==> src/rtl/cachepool_boot_responder.sv <==
// Boot/control register window: BOOT_ADDR, WAKE pulse, EOC and SCRATCH behind a reqrsp port.
// One-cycle response latency through a single response slot; a request is taken only when that slot is free or draining.
module cachepool_boot_responder #(
  parameter int unsigned NumCores      = 4,
  parameter logic [31:0] BaseAddr      = 32'h0000_0000,
  parameter logic [31:0] BootAddrReset = 32'h8000_0000
) (
  input  logic                clk_i,
  input  logic                rst_ni,
  input  logic [31:0]         q_addr_i,
  input  logic                q_write_i,
  input  logic [31:0]         q_data_i,
  input  logic [3:0]          q_strb_i,
  input  logic [3:0]          q_amo_i,
  input  logic                q_valid_i,
  output logic                q_ready_o,
  output logic [31:0]         p_data_o,
  output logic                p_error_o,
  output logic                p_valid_o,
  input  logic                p_ready_i,
  output logic [31:0]         boot_addr_o,
  output logic [NumCores-1:0] wake_o,
  output logic                eoc_o,
  output logic [30:0]         eoc_code_o
);

  typedef enum logic [1:0] {
    RegBoot    = 2'd0,
    RegWake    = 2'd1,
    RegEoc     = 2'd2,
    RegScratch = 2'd3
  } reg_sel_e;

  logic [31:0]         boot_addr;
  logic [31:0]         eoc_reg;
  logic [31:0]         scratch;
  logic [NumCores-1:0] wake;
  logic                rsp_valid;
  logic [31:0]         rsp_data;
  logic                rsp_error;

  reg_sel_e            sel;
  logic                hit;
  logic                legal;
  logic                accept;
  logic                do_write;
  logic [31:0]         rdata;
  logic [NumCores-1:0] wake_nxt;

  function automatic logic [31:0] merge(input logic [31:0] old, input logic [31:0] wdata,
                                        input logic [3:0] strb);
    logic [31:0] res;
    res = old;
    for (int i = 0; i < 4; i++) begin
      if (strb[i]) res[8*i +: 8] = wdata[8*i +: 8];
    end
    return res;
  endfunction

  // Window is 32 bytes; only the four doubleword-aligned offsets decode.
  always_comb begin
    sel      = reg_sel_e'(q_addr_i[4:3]);
    hit      = (q_addr_i[31:5] == BaseAddr[31:5]) && (q_addr_i[2:0] == 3'b000);
    legal    = hit && (q_amo_i == 4'd0);
    accept   = q_valid_i && q_ready_o;
    do_write = accept && legal && q_write_i;
    rdata    = 32'h0;
    case (sel)
      RegBoot:    rdata = boot_addr;
      RegWake:    rdata = 32'h0;
      RegEoc:     rdata = eoc_reg;
      RegScratch: rdata = scratch;
      default:    rdata = 32'h0;
    endcase
    wake_nxt = '0;
    if (do_write && (sel == RegWake) && q_strb_i[0]) wake_nxt = q_data_i[NumCores-1:0];
  end

  assign q_ready_o = !rsp_valid || p_ready_i;

  always_ff @(posedge clk_i or negedge rst_ni) begin
    if (!rst_ni) begin
      boot_addr <= BootAddrReset;
      eoc_reg   <= 32'h0;
      scratch   <= 32'h0;
      wake      <= '0;
    end else begin
      wake <= wake_nxt;
      if (do_write) begin
        case (sel)
          RegBoot:    boot_addr <= merge(boot_addr, q_data_i, q_strb_i);
          RegEoc:     eoc_reg   <= merge(eoc_reg, q_data_i, q_strb_i);
          RegScratch: scratch   <= merge(scratch, q_data_i, q_strb_i);
          default:    ;
        endcase
      end
    end
  end

  // Read data is captured from pre-update register values in the accepting cycle.
  always_ff @(posedge clk_i or negedge rst_ni) begin
    if (!rst_ni) begin
      rsp_valid <= 1'b0;
      rsp_data  <= 32'h0;
      rsp_error <= 1'b0;
    end else if (accept) begin
      rsp_valid <= 1'b1;
      rsp_data  <= (legal && !q_write_i) ? rdata : 32'h0;
      rsp_error <= !legal;
    end else if (p_ready_i) begin
      rsp_valid <= 1'b0;
    end
  end

  assign p_valid_o   = rsp_valid;
  assign p_data_o    = rsp_data;
  assign p_error_o   = rsp_error;
  assign boot_addr_o = boot_addr;
  assign wake_o      = wake;
  assign eoc_o       = eoc_reg[0];
  assign eoc_code_o  = eoc_reg[31:1];

endmodule

==> config.mk <==
export PLATFORM = sky130hd
export DESIGN_NAME = cachepool_boot_responder
export DESIGN_NICKNAME = d
export VERILOG_FILES = /design/src/rtl/cachepool_boot_responder.sv
export SDC_FILE = /design/constraint.sdc
export NUM_CORES = 1
export LEC_CHECK = 0
export CORE_MARGIN = 2
export CORE_UTILIZATION = 40
export CTS_CLUSTER_DIAMETER = 80
export DETAILED_ROUTE_END_ITERATION = 12
export PLACE_DENSITY = 0.72
export SYNTH_ARGS = -nofsm -noshare
export SYNTH_HDL_FRONTEND = slang
export SYNTH_SLANG_ARGS = --single-unit
==> constraint.sdc <==
create_clock -name clk_i -period 1.8 [get_ports clk_i]
set_input_delay 0.36 -clock clk_i [delete_from_list [all_inputs] [get_ports clk_i]]
set_output_delay 0.36 -clock clk_i [all_outputs]
set_load 0.005 [all_outputs]
==> flow_summary.yaml, run 1 <==
drt:
  post_drt_wl_per_cell_um: 22.08
  drt-total-wl_um: 19140
  num_vias: 4840
  drtIter0Drc: 311
  drcViolationCount: 0
  ant_nets: 0
  drt-pass1-iter-count: 4
  routed_via_density: 5.582
global_route:
  track_usage: 0.2383
  grt_first_pass_wirelength_um: 29420
  grt_pass1_vias: 5403
  grt_start_max_net_pins: 69
  grt-ovfl-total: 0
  antenna_found_initial: 0
pwr:
  p_leak_nw: 4.465
  intPower_mw: 5.373
  switchingPower_mw: 1.465
  power_frac_comb: 0.067
  power_frac_clock: 0.491
  p_per_area_nw_per_um2: 686.0
  pwr-share-seq: 0.441
  ir_worst_vdd_mv: 0.6238
  swShare: 0.2142
clocking:
  clock-sinks: 134
  cts_buffers: 17
  cts_tree: "done"
  htreeDepth: 4
  cts_root_buffer: "clkbuf_16"
  clock_latency_ns: 0.42
  clkTransAtPathRegs_ns: 0.06
  clock_path_buffers: 2
yosys:
  yosysWarningCount: 0
  synthFlopType: "dfrtp_1"
  yosysMostFrequentCell: "dfrtp_1"
  synth_mux_area_frac: 0.2394
  ys_ff_latch: 134
  syn_area_sq_um: 6022
  synth_common_cells: "dfrtp_1 (133), mux2_2 (128), nand2_1 (35)"
  synth_xor_area_frac: 0
  synth_compound_area_frac: 0.08103
  yosysTopAreaCellShare: 0.5527
  ys_seq_area_frac: 0.5570
  synth_cell_type_count: 24
  synth_simple_gate_area_frac: 0.1004
  synth_area_leader_cell: "dfrtp_1"
  synth_top_family_by_area: "multiplexers"
  synthAdderAreaFrac: 0
  synth_edf_count: 0
  ys_top_cells_by_area: "dfrtp_1 (55%), mux2_2 (24%), a22oi_1 (4.0%), o31ai_1 (4.0%), nor4_4 (3.5%)"
  syn_inst: 444
  syn-num-nets: 521
  async_reset_ff_frac: 1.000
  avgSynthCellArea_sq_um: 13.56
die:
  dieWidth_um: 126.7
  ioPinCount: 180
  initial_core_util: 0.4112
  rows: 44
  core_area_sq_um: 14640
  dieArea_sq_um: 16050
  die_h_um: 126.7
setup_path:
  required_ns: 2.12
  critPathKind: "input port to register"
  cp-start-kind: "input port"
  r2r_start: "p_valid_o"
  ff2ff_path_depth: 6
  cp_slowest_cell: "or4_4"
  max_stage_delay_ns: 0.63
  path_max_fanout: 6
  crit_chain: "clkdlybuf4s50_1, nand3_4, buf_6, or4_4, clkbuf_16, o31ai_1"
  arrival_ns: 2.25
  r2r_setup_slack_ns: -0.13
  crit_path_end_kind: "register"
  reg2reg_to: "p_data_o[5]"
cells_and_area:
  drive_gt1_frac: 0.4187
  seqCellArea_sq_um: 3354
  stdcell_count: 867
  diodes: 0
  fillers: 1023
  design_area_sq_um: 9967
  areaGrowthSynthToFinish_pct: 65.51
  fin_nets: 750
  multiInputGateArea_sq_um: 3342
place:
  placed_cells: 817
  place.gp.congestion: 0.7589
  hpwlAfterDp_um: 11700
  place_area_sq_um: 8382
  numPortBuffers: 179
sta:
  max_freq_mhz: 519.4
  hold_viol: 0
  fin_skew_ns: 0.01271
  setup-violations-final: 36
  final.setup.worst_slack_ns: -0.1253
  worstMarginPinSlew_ns: 0.5497
  drv_slew: 0
  relSlewSlack: 0.6336
  fin_crit_sh: 1.070
  min_period_ns: 1.925
  setup_tns_ns: -1.935
  rsz0062_at_grt: "yes"
run_status:
  violations: "setup timing"
  status: "finished, violations left"
hold_path:
  hp-class: "input port to async pin"
job:
  maxCapViolations: 0
## logic make-up after synthesis
kind of cell,count (synthesis)
AND/OR/NAND/NOR,85
buffers and inverters,32
AO/OA/AOI/OAI,65
multiplexers,128
flip-flops,134
## how the worst max path moves through the flow
stage / start / endpoint / slack [ns] / depth (start not counted)
finish: q_valid_i / p_data_o[5] / -0.13 / 6
global route: p_valid_o / p_data_o[5] / -0.16 / 6
CTS: p_valid_o / eoc_reg[23] / -0.06 / 7
detailed placement: q_addr_i[9] / eoc_reg[20] / -0.79 / 7
global placement: q_addr_i[9] / eoc_reg[18] / -0.78 / 7
floorplan: q_addr_i[9] / boot_addr_o[0] / -0.22 / 5
## worst max-delay path: cells and delay by family
| family | cells | cell delay (ns) |
|---|---|---|
| buffers and inverters | 3 | 0.91 |
| and+or+nand+nor | 2 | 0.75 |
| AOI/OAI and AO/OA | 1 | 0.22 |
## cell usage in the layout, fill, tap and decap left out, drive strengths merged
cell           Yosys  final
o31ai             32     32
nand2b             2      2
clkinv             0      2
nand4             13     13
inv                5      5
clkdlybuf4s15      0     15
clkbuf            12     27
dlygate4sd3        0      1
nand3              1      1
a22oi             32     32
or4                1      1
nor3               4      4
nand3b             1      1
dlymetal6s2s       0      3
and2               5      5
nand2             35     35
dfrtp            133    133
mux2             128    128
dfstp              1      1
bufinv             0      2
nor4              20     20
a21boi             1      1
clkdlybuf4s50      0    137
dlygate4sd2        0      9
nor2               2      2
buf               15     70
nor2b              1      1
## area by class of cell
class | instances | area share
sequential | 134 | 0.3366
clock buffer | 25 | 0.04971
timing repair buffer | 237 | 0.2464
clock inverter | 4 | 0.007030
tap | 184 | 0.02310
inverter | 5 | 0.001883
multi-input combinational | 278 | 0.3353
## stage by stage
step | utilization | power, mW | setup WS [ns] | hold WS [ns]
floorplan | - | 3.172 | -0.2249 | 0.06441
global placement | 0.5724 | 3.502 | -0.7849 | 0.2598
detailed placement | 0.5724 | 3.509 | -0.7867 | 0.2631
CTS | 0.6585 | 6.856 | -0.05841 | 0.3855
global route | 0.6806 | 7.051 | -0.1642 | 0.4174
finish | 0.6806 | 6.837 | -0.1253 | 0.3859
## power by group through the flow
| stage | combinational (mW) | clock [mW] | sequential [mW] |
|---|---|---|---|
| after global routing | 0.497 | 3.54 | 3.02 |
| after floorplan | 0.101 | 0 | 3.07 |
| after detailed placement | 0.439 | 0 | 3.07 |
| final | 0.461 | 3.36 | 3.02 |
| after global placement | 0.432 | 0 | 3.07 |
| after CTS | 0.450 | 3.39 | 3.02 |
## per-layer routing
metal | routed length [um] | GRT usage
met1 | 7933 | 0.2874
met2 | 9944 | 0.4095
met3 | 951 | 0.05609
met4 | 310 | 0.1041
met5 | 0 | 0
## what timing repair did
item,CTS,global route
setup endpoints to repair,135,132
buffers inserted,14,3
pin swaps,20,25
resized for setup,201,70
endpoints found under the hold margin,29,0
cloned,6,3
hold buffers,1,0
No activity file was read; power rests on OpenSTA's default activity.
==> run 2: changes to the inputs <==
--- a/config.mk
+++ b/config.mk
@@ -5,11 +5,12 @@
 export SDC_FILE = /design/constraint.sdc
 export NUM_CORES = 1
 export LEC_CHECK = 0
+export ABC_AREA = 1
 export CORE_MARGIN = 2
 export CORE_UTILIZATION = 40
 export CTS_CLUSTER_DIAMETER = 80
 export DETAILED_ROUTE_END_ITERATION = 12
-export PLACE_DENSITY = 0.72
+export PLACE_DENSITY = 0.84
 export SYNTH_ARGS = -nofsm -noshare
 export SYNTH_HDL_FRONTEND = slang
 export SYNTH_SLANG_ARGS = --single-unit
==> run 2 against run 1 <==
The flow now finishes without violations. Count of clock-buffer cells in the layout fell by 1. Cell count up 36%. Sequential share of layout area is 1.8 points higher. Via count rose by 32%. Critical path type is now register to output pin. Sequential power barely moved. Hold slack better by 0.054 ns. Largest cell class unchanged.
==> flow_summary.yaml, run 2 <==
place:
  hpwlAfterDp_um: 13700
  numPortBuffers: 179
  place_area_sq_um: 8626
  place.gp.congestion: 0.8438
  placed_cells: 1140
global_route:
  antenna_found_initial: 0
  grt_pass1_vias: 6103
  grt_start_max_net_pins: 45
  track_usage: 0.2423
  grt-ovfl-total: 0
  grt_first_pass_wirelength_um: 31400
cells_and_area:
  stdcell_count: 1177
  layout_common_cells: "nand2_1 (358), clkdlybuf4s50_1 (150), dfrtp_1 (133)"
  fillers: 1224
  areaGrowthSynthToFinish_pct: 52.84
  drive_gt1_frac: 0.1143
  diodes: 0
  fin_nets: 1053
  layout_commonest_cell: "nand2_1"
  design_area_sq_um: 9449
yosys:
  synth_cell_type_count: 19
  syn_area_sq_um: 6182
  yosysTopAreaCellShare: 0.5384
  synthFlopType: "dfrtp_1"
  synth_common_cells: "nand2_1 (364), dfrtp_1 (133), nand4_1 (104)"
  yosysMostFrequentCell: "nand2_1"
  ys_top_cells_by_area: "dfrtp_1 (54%), nand2_1 (22%), nand4_1 (11%), nand3_1 (5.3%), clkbuf_1 (2.2%)"
  synth_area_leader_cell: "dfrtp_1"
  avgSynthCellArea_sq_um: 8.039
  syn-num-nets: 846
  ys_ff_latch: 134
  async_reset_ff_frac: 1.000
  yosysWarningCount: 0
  syn_inst: 769
  ys_seq_area_frac: 0.5426
  synth_edf_count: 0
drt:
  routed_via_density: 5.421
  post_drt_wl_per_cell_um: 17.01
  drtIter0Drc: 571
  drt-total-wl_um: 20020
  drcViolationCount: 0
  routed.top_layer: "met4"
  num_vias: 6380
  drt-pass1-iter-count: 7
  ant_nets: 0
  wl_met2_um: 10020
  wl_met3_um: 1607
  wl_met1_um: 8260
setup_path:
  required_ns: 1.44
  crit_chain: "clkdlybuf4s50_1"
  r2r_setup_slack_ns: 0.10
  crit_path_end_kind: "output pin"
  path_max_fanout: 3
  arrival_ns: 1.38
  cp-start-kind: "register"
  max_stage_delay_ns: 0.55
  path_buf_inv: 1
  cp_top_family: "buffers and inverters"
  r2r_start: "p_valid_o"
  startpoint: "eoc_reg[28]"
  cp_slowest_cell: "clkdlybuf4s50_1"
  critPathKind: "register to output pin"
sta:
  fin_crit_sh: 0.9691
  hold_viol: 0
  drv_slew: 0
  relSlewSlack: 0.7029
  worstMarginPinSlew_ns: 0.4456
  setup_tns_ns: 0
  fin_skew_ns: 0.01756
  max_freq_mhz: 573.3
  rsz0062_at_grt: "no"
  hold_ws_ns: 0.4398
  min_period_ns: 1.744
  setup-violations-final: 0
hold_path:
  hp-class: "input port to async pin"
clocking:
  clkTransAtPathRegs_ns: 0.06
  cts_buffers: 17
  htreeDepth: 4
  cts_tree: "done"
  clock_path_buffers: 2
  clock_latency_ns: 0.43
  cts_root_buffer: "clkbuf_16"
  clock-sinks: 134
die:
  dieWidth_um: 128.3
  core_area_sq_um: 15150
  die_h_um: 128.3
  initial_core_util: 0.4082
  ioPinCount: 180
  dieArea_sq_um: 16470
  rows: 45
run_status:
  status: "completed"
job:
  maxCapViolations: 0
pwr:
  ir_worst_vdd_mv: 0.6597
  p_per_area_nw_per_um2: 780.0
  p_leak_nw: 4.890
## run 2: cell types whose count changed after synthesis, sizes merged, moves of 24 or more
| cell | previous run | this run |
|---|---|---|
| mux2 | 128 | 0 |
| nor2 | 2 | 29 |
| nand2 | 35 | 366 |
| a22oi | 32 | 0 |
| nand3 | 1 | 66 |
| clkbuf | 12 | 36 |
| o31ai | 32 | 0 |
| nand4 | 13 | 108 |
## run 2: layout make-up
| class | instances | area (sq um) | share of cell area |
|---|---|---|---|
| Clock inverter | 8 | 170.2 | 0.01801 |
| Multi-Input combinational cell | 572 | 2614 | 0.2766 |
| Clock buffer | 24 | 471.7 | 0.04992 |
| Tap cell | 188 | 235.2 | 0.02489 |
| Inverter | 9 | 33.78 | 0.003575 |
| Sequential cell | 134 | 3354 | 0.3550 |
| Timing Repair Buffer | 242 | 2570 | 0.2720 |
## run 2: stage by stage
stage	utilization	setup WS, ns	total power, mW
2_1_floorplan	-	0.1671	3.216
3_3_place_gp	0.5695	-0.4277	3.625
3_5_place_dp	0.5695	-0.4659	3.631
4_1_cts	0.6149	0.005738	7.417
5_1_grt	0.6239	0.004226	7.589
6_report	0.6239	0.05565	7.370
## run 2: cell families (layout without fill, tap and decap cells)
group,Yosys count,count (layout),share of synthesized area
flops,134,134,0.5426
compound gates,1,1,0.0008088
buf+inv,63,283,0.04432
simple gates,571,571,0.4123
## run 2: power breakdown
group / internal (mW) / leakage, nW / switching (mW)
clock network: 2.53 / 0.305 / 1.26
registers: 3.02 / 1.86 / 0.00160
logic: 0.249 / 2.72 / 0.312
total: 5.80 / 4.89 / 1.57
## run 2: path summary, 6_finish.rpt
check,end,cells past startpoint
worst max-delay path,eoc_code_o[27],1
worst min-delay path,scratch[25],2
worst max register to register,eoc_reg[6],11
worst min register to register,p_data_o[11],2
max in group asynchronous,eoc_reg[26],3
min in group clk_i,p_data_o[11],2
## run 2: repair_timing
item | CTS | global route
cloned | 0 | 0
endpoints found under the setup margin | 22 | 112
pin swaps | 1 | 29
hold buffers | 1 | 0
endpoints found under the hold margin | 40 | 0
gates resized for setup | 8 | 41
buffers inserted | 1 | 3
## run 2: metal layers
metal | global-route usage | vias up
li1 | - | 2981
met1 | 0.3086 | 3067
met2 | 0.4127 | 311
met3 | 0.05843 | 21
met4 | 0.06981 | 0
met5 | 0 | -
